`config.mk`:
```
export PLATFORM = sky130hd
export DESIGN_NAME = key_command_encoder
export DESIGN_NICKNAME = d
export VERILOG_FILES = /design/src/rtl/key_command_encoder.sv
export SDC_FILE = /design/constraint.sdc
export NUM_CORES = 1
export LEC_CHECK = 0
export BUFFER_PORTS_ARGS = -buffer_cell sky130_fd_sc_hd__buf_4
export CAP_MARGIN = 10
export CELL_PAD_IN_SITES_DETAIL_PLACEMENT = 1
export CELL_PAD_IN_SITES_GLOBAL_PLACEMENT = 2
export CORE_ASPECT_RATIO = 1.75
export CORE_MARGIN = 2
export CORE_UTILIZATION = 35
export CTS_BUF_LIST = sky130_fd_sc_hd__clkbuf_16
export DETAILED_ROUTE_END_ITERATION = 6
export PLACE_DENSITY = 0.74
export SYNTH_ARGS = -nofsm -noshare
export SYNTH_HDL_FRONTEND = slang
export SYNTH_SLANG_ARGS = --single-unit
```
`constraint.sdc`:
```
create_clock -name sysclk -period 3.6 [get_ports sysclk]
set_input_delay 0 -clock sysclk [delete_from_list [all_inputs] [get_ports sysclk]]
set_output_delay 0 -clock sysclk [all_outputs]
set_load 0.02 [all_outputs]
```
`src/rtl/key_command_encoder.sv`:
```
// Front-panel command encoder: synchronises and debounces four push-buttons and
// issues one GPU command code per clean press, followed by a guaranteed zero gap.
module key_command_encoder #(
  parameter int unsigned DEBOUNCE_CYCLES = 500000,
  parameter int unsigned CNT_WIDTH       = 20,
  parameter int unsigned GAP_CYCLES      = 4
) (
  input  logic       sysclk,
  input  logic       rst,
  input  logic       btn_prev,
  input  logic       btn_next,
  input  logic       btn_rotate,
  input  logic       btn_negative,
  output logic [2:0] instruction,
  output logic       key_event
);

  localparam int unsigned GAP_W = $clog2(GAP_CYCLES);
  localparam logic [CNT_WIDTH-1:0] CNT_MAX  = CNT_WIDTH'(DEBOUNCE_CYCLES - 1);
  localparam logic [GAP_W-1:0]     GAP_LOAD = GAP_W'(GAP_CYCLES - 1);

  typedef enum logic [1:0] {IDLE, HOLD, GAP} state_t;

  logic [3:0]           btn_raw;
  logic [3:0]           sync1_q, sync2_q;
  logic [3:0]           deb_q, deb_d, deb_dly_q;
  logic [CNT_WIDTH-1:0] cnt_q [4];
  logic [CNT_WIDTH-1:0] cnt_d [4];
  logic [3:0]           rise;
  logic [1:0]           win_idx;

  state_t               state_q, state_d;
  logic [1:0]           held_idx_q, held_idx_d;
  logic [GAP_W-1:0]     gap_q, gap_d;
  logic [2:0]           instruction_q, instruction_d;
  logic                 key_event_q, key_event_d;

  // Bit order doubles as priority order: lowest index wins.
  assign btn_raw = {btn_negative, btn_rotate, btn_next, btn_prev};
  assign rise    = deb_q & ~deb_dly_q;

  always_comb begin
    deb_d = deb_q;
    for (int unsigned i = 0; i < 4; i++) begin
      cnt_d[i] = '0;
      if (sync2_q[i] != deb_q[i]) begin
        if (cnt_q[i] == CNT_MAX) deb_d[i] = sync2_q[i];
        else                     cnt_d[i] = cnt_q[i] + 1'b1;
      end
    end
  end

  always_comb begin
    if      (rise[0]) win_idx = 2'd0;
    else if (rise[1]) win_idx = 2'd1;
    else if (rise[2]) win_idx = 2'd2;
    else              win_idx = 2'd3;
  end

  always_comb begin
    state_d       = state_q;
    held_idx_d    = held_idx_q;
    gap_d         = gap_q;
    instruction_d = instruction_q;
    key_event_d   = 1'b0;
    unique case (state_q)
      IDLE: begin
        if (|rise) begin
          held_idx_d    = win_idx;
          instruction_d = {1'b0, win_idx} + 3'd1;
          key_event_d   = 1'b1;
          state_d       = HOLD;
        end
      end
      HOLD: begin
        if (!deb_q[held_idx_q]) begin
          instruction_d = '0;
          gap_d         = GAP_LOAD;
          state_d       = GAP;
        end
      end
      GAP: begin
        if (gap_q == '0) state_d = IDLE;
        else             gap_d   = gap_q - 1'b1;
      end
      default: state_d = IDLE;
    endcase
  end

  always_ff @(posedge sysclk or posedge rst) begin
    if (rst) begin
      sync1_q       <= '0;
      sync2_q       <= '0;
      deb_q         <= '0;
      deb_dly_q     <= '0;
      for (int unsigned i = 0; i < 4; i++) cnt_q[i] <= '0;
      state_q       <= IDLE;
      held_idx_q    <= '0;
      gap_q         <= '0;
      instruction_q <= '0;
      key_event_q   <= 1'b0;
    end else begin
      sync1_q       <= btn_raw;
      sync2_q       <= sync1_q;
      deb_q         <= deb_d;
      deb_dly_q     <= deb_q;
      for (int unsigned i = 0; i < 4; i++) cnt_q[i] <= cnt_d[i];
      state_q       <= state_d;
      held_idx_q    <= held_idx_d;
      gap_q         <= gap_d;
      instruction_q <= instruction_d;
      key_event_q   <= key_event_d;
    end
  end

  assign instruction = instruction_q;
  assign key_event   = key_event_q;

endmodule
```
==> metrics <==
final-layout setup total negative slack=0 ns; Critical path origin=cnt_q[32]; Highest Clock Rate=436 MHz; Cell Count, Final, Fillers Out=just under 700; antenna violations before repair=0; post-CTS setup buffers=0; Top Family by Delay on Critical Path=simple AND/OR/NAND/NOR gates; routed via count=3711; syn avg cell area=roughly 10 sq um; Overflow after GRT=0; type of the worst setup path=reg -> reg; capture point of the worst reg-to-reg path=cnt_q[36]; Site Rows=58; Initial DRT Pass Iterations=4; number of top-level pins=10; number of distinct standard cells referenced by the synthesized netlist=45; Die ar.=~15000 sq um; worst-case reg-to-reg path depth=4; number of hold violations in the final report=0; Num CTS Buffers=9; WL per Instance=15.9 microns; via count of the first global-routing pass=4050; areal power density over the cells=403 nW/um^2; number of vias per cell after detailed routing=5.35; Reg clk slew, reported paths=0.08 ns; uppermost metal layer occupied by signal nets=met4; Slowest-stage cell, CP=sky130_fd_sc_hd__or4_4; Most used DFF post-synth=sky130_fd_sc_hd__dfrtp_1; Tightest Pin Transition=0.842 ns; slack of the worst reg-to-reg path=1.31 ns; setup repair after global routing missed its margin=false; post-detailed-placement half-perimeter wirelength=around 7800 microns; deepest clock path buffer count=2; critical path endpoint category=register; sequential share of the synthesized area=a little over half; total of endpoints with negative setup slack in the final report=0; Iter 0 DRT Violations=119; worst-case clock skew=0.0120 ns; synthesized net count=501; largest net degree at the start of global routing=69; total length of routed wires=11000 microns; share of cells above drive strength 1=between 10% and 20%; remaining number of nets flagged by the antenna check after routing=0; worst setup path end=cnt_q[36]; critical path fanouts, max=19; insertion delay to the later sink of the worst-skew pair=roughly 0.36 ns; core region area=14200 sq um; # hold bufs at CTS=5; fraction of registers with async set or reset after synthesis=100%; warning count from the yosys run=0; initial core utilization=roughly 35%; number of instances in the synthesized netlist=slightly below 500; overall power of the completed layout=2.28 mW; H-tree level count=3; sum of buffers and inverters on the critical path=0; crit path time final=2.29 ns; growth of design area from synthesis to finish=12.4%; clock tree root buffer cell=sky130_fd_sc_hd__clkbuf_16; Data required, critical path=roughly 3.9 ns; worst slew margin relative to its limit=between 40% and 50%; origin of the critical flop-to-flop path=cnt_q[32]; routability congestion estimate=0.744; critical path, cell by cell=or4_1, or4_4, o21ai_4, o21ba_2; Critical Path Max Stage Delay=between 0.5 and 0.6 ns; wire length of the first global-routing pass=slightly below 20000 microns; final clock period utilization by the worst path=63.7%; data arrival at the endpoint of the critical path=2.54 ns; number of slew-limit violations in the final report=0; global routing usage summed across all routing layers=15.8%; startpoint kind of the worst setup timing path=register; placed insts=about 670; Die W=between 90 and 100 microns; Crit path depth=4; number of buffers inserted by port buffering=9; post-layout net count=520; met2 layer wire length in the routed design=between 6000 and 7000 microns; Sink Count=106; post-cts repair resize count=0; DR DRC count=0; maximum VDD drop=0.240 mV; register bit count reported by yosys=~110; die outline height=163 microns; clock tree from TritonCTS=done; outcome=complete, no violations; LEAKAGE=2.30 nW; n_diodes=0; number of synthesized flops with an enable pin=0; post-synth design cell area=slightly above 5000 sq um; Hold/Removal Path Class=in -> reg; fillers=1641; number of violations of the max-capacitance limit=0; detailed-routing wirelength on met1=4510 microns; met3 wire len=153 microns
## cell usage after synthesis (2+ instances only)
cell                          n  share of area [%]
sky130_fd_sc_hd__o2bb2ai_1    2               0.35
sky130_fd_sc_hd__o31ai_2      3               0.74
sky130_fd_sc_hd__o41ai_1      5               0.87
sky130_fd_sc_hd__mux2_2       5                1.1
sky130_fd_sc_hd__dfrtp_1    106                 53
sky130_fd_sc_hd__nand4_2      2               0.50
sky130_fd_sc_hd__o21ai_0      5               0.50
sky130_fd_sc_hd__inv_1       21                1.6
sky130_fd_sc_hd__or3b_2       4               0.69
sky130_fd_sc_hd__buf_2        2               0.20
sky130_fd_sc_hd__nor2_1      67                5.0
sky130_fd_sc_hd__nor2b_1      4               0.50
sky130_fd_sc_hd__nor3_1      12                1.2
sky130_fd_sc_hd__and4_1       6                1.0
sky130_fd_sc_hd__a21oi_1     22                2.2
sky130_fd_sc_hd__nand3_1     26                2.6
sky130_fd_sc_hd__and2_1       2               0.25
sky130_fd_sc_hd__ha_1         6                1.5
sky130_fd_sc_hd__or2_2        4               0.50
sky130_fd_sc_hd__clkbuf_1     8               0.60
sky130_fd_sc_hd__or3_1        5               0.62
sky130_fd_sc_hd__xor2_1      25                4.3
sky130_fd_sc_hd__o31ai_1     13                1.9
sky130_fd_sc_hd__o21a_1       2               0.30
sky130_fd_sc_hd__nor4_1      10                1.2
sky130_fd_sc_hd__and3_1       4               0.50
sky130_fd_sc_hd__nor4bb_1     2               0.40
sky130_fd_sc_hd__nand2_1     27                2.0
sky130_fd_sc_hd__nor4b_1      5               0.87
sky130_fd_sc_hd__or4_1       15                2.2
sky130_fd_sc_hd__nand4_1     24                3.0
sky130_fd_sc_hd__xnor2_1     30                5.2
sky130_fd_sc_hd__nand2b_1     3               0.37
## through the flow
step / worst slack (ns) / util, % / hold slack (ns) / instance area, sq um
after global placement: 1.38 / 37.4 / 0.110 / 5320
after CTS: 1.29 / 39.8 / 0.278 / 5660
after global routing: 1.21 / 39.8 / 0.293 / 5660
final: 1.31 / 39.8 / 0.290 / 5660
after detailed placement: 1.32 / 37.4 / 0.111 / 5320
after floorplan: 0.811 / - / 0.0314 / 5040
## registers in the layout, summed over array words and instances (netlist names)
signal and flops:
cnt_q 80, instruction 3, sync1_q 4, deb_dly_q 4, held_idx_q 2, key_event 1, sync2_q 4, deb_q 4
gap_q 2, state_q 2
## report_power, final
| group | switching (mW) | internal [mW] | leakage, nW |
|---|---|---|---|
| Sequential | 0.0155 | 1.20 | 1.45 |
| Clock | 0.495 | 0.490 | 0.146 |
| Combinational | 0.0525 | 0.0241 | 0.699 |
| Total | 0.563 | 1.72 | 2.30 |
## layout by cell type, fill, tap and decap left out, types with 2 or more instances in the layout
| master | instances |
|---|---|
| sky130_fd_sc_hd__buf_4 | 13 |
| sky130_fd_sc_hd__o41ai_1 | 5 |
| sky130_fd_sc_hd__o21a_1 | 2 |
| sky130_fd_sc_hd__or3b_2 | 4 |
| sky130_fd_sc_hd__nand3_1 | 26 |
| sky130_fd_sc_hd__nor4bb_1 | 2 |
| sky130_fd_sc_hd__o31ai_2 | 3 |
| sky130_fd_sc_hd__inv_1 | 20 |
| sky130_fd_sc_hd__dlygate4sd3_1 | 5 |
| sky130_fd_sc_hd__xor2_1 | 25 |
| sky130_fd_sc_hd__xnor2_1 | 30 |
| sky130_fd_sc_hd__nand4_1 | 24 |
| sky130_fd_sc_hd__nor2b_1 | 4 |
| sky130_fd_sc_hd__nand2b_1 | 3 |
| sky130_fd_sc_hd__nor4_1 | 10 |
| sky130_fd_sc_hd__o31ai_1 | 13 |
| sky130_fd_sc_hd__or4_1 | 15 |
| sky130_fd_sc_hd__clkinv_4 | 4 |
| sky130_fd_sc_hd__inv_8 | 3 |
| sky130_fd_sc_hd__a21oi_1 | 22 |
| sky130_fd_sc_hd__and3_1 | 4 |
| sky130_fd_sc_hd__and4_1 | 6 |
| sky130_fd_sc_hd__or3_1 | 5 |
| sky130_fd_sc_hd__nand2_1 | 27 |
| sky130_fd_sc_hd__or2_2 | 4 |
| sky130_fd_sc_hd__nor3_1 | 12 |
| sky130_fd_sc_hd__nor4b_1 | 5 |
| sky130_fd_sc_hd__nand4_2 | 2 |
| sky130_fd_sc_hd__and2_1 | 2 |
| sky130_fd_sc_hd__o21ai_0 | 5 |
| sky130_fd_sc_hd__ha_1 | 6 |
| sky130_fd_sc_hd__nor2_1 | 67 |
| sky130_fd_sc_hd__o2bb2ai_1 | 2 |
| sky130_fd_sc_hd__mux2_2 | 5 |
| sky130_fd_sc_hd__dfrtp_1 | 106 |
| sky130_fd_sc_hd__clkbuf_16 | 9 |
## final cells by class
| cell class | count | area (sq um) | share of cell area, % |
|---|---|---|---|
| repair buffers | 19 | 153 | 2.69 |
| clock inverters | 7 | 68.8 | 1.21 |
| well taps | 180 | 225 | 3.98 |
| multi-input cells | 351 | 2260 | 39.9 |
| inverters | 21 | 81.3 | 1.44 |
| flip-flops and latches | 106 | 2650 | 46.8 |
| clock buffers | 9 | 225 | 3.98 |
## cell families (layout without fill, tap and decap cells)
logic type,after synthesis,in the layout,synth area share (%)
buffers and inverters,32,56,2.58
flip-flops,106,106,52.6
adder cells (fa/ha/maj),6,6,1.49
XOR/XNOR,55,55,9.56
AND/OR/NAND/NOR,226,226,24.1
multiplexers,6,6,1.56
AO/OA/AOI/OAI,58,58,8.04
## worst min path at each step
stage	startpoint	end	slack, ns	cells past startpoint
6_report	btn_prev	sync1_q[0]	0.29	2
4_1_cts	btn_negative	sync1_q[3]	0.28	2
3_5_place_dp	btn_rotate	sync1_q[2]	0.11	1
2_1_floorplan	btn_prev	sync1_q[0]	0.03	0
5_1_grt	btn_prev	sync1_q[0]	0.29	2
3_3_place_gp	btn_negative	sync1_q[3]	0.11	1
## routing by layer
metal  global-route usage (%)  vias to the layer above
li1                         -                     1780
met1                     18.3                     1897
met2                     28.9                       23
met3                     2.36                       11
met4                     5.73                        0
met5                        0                        -
Power figures use the tool's default switching activity.
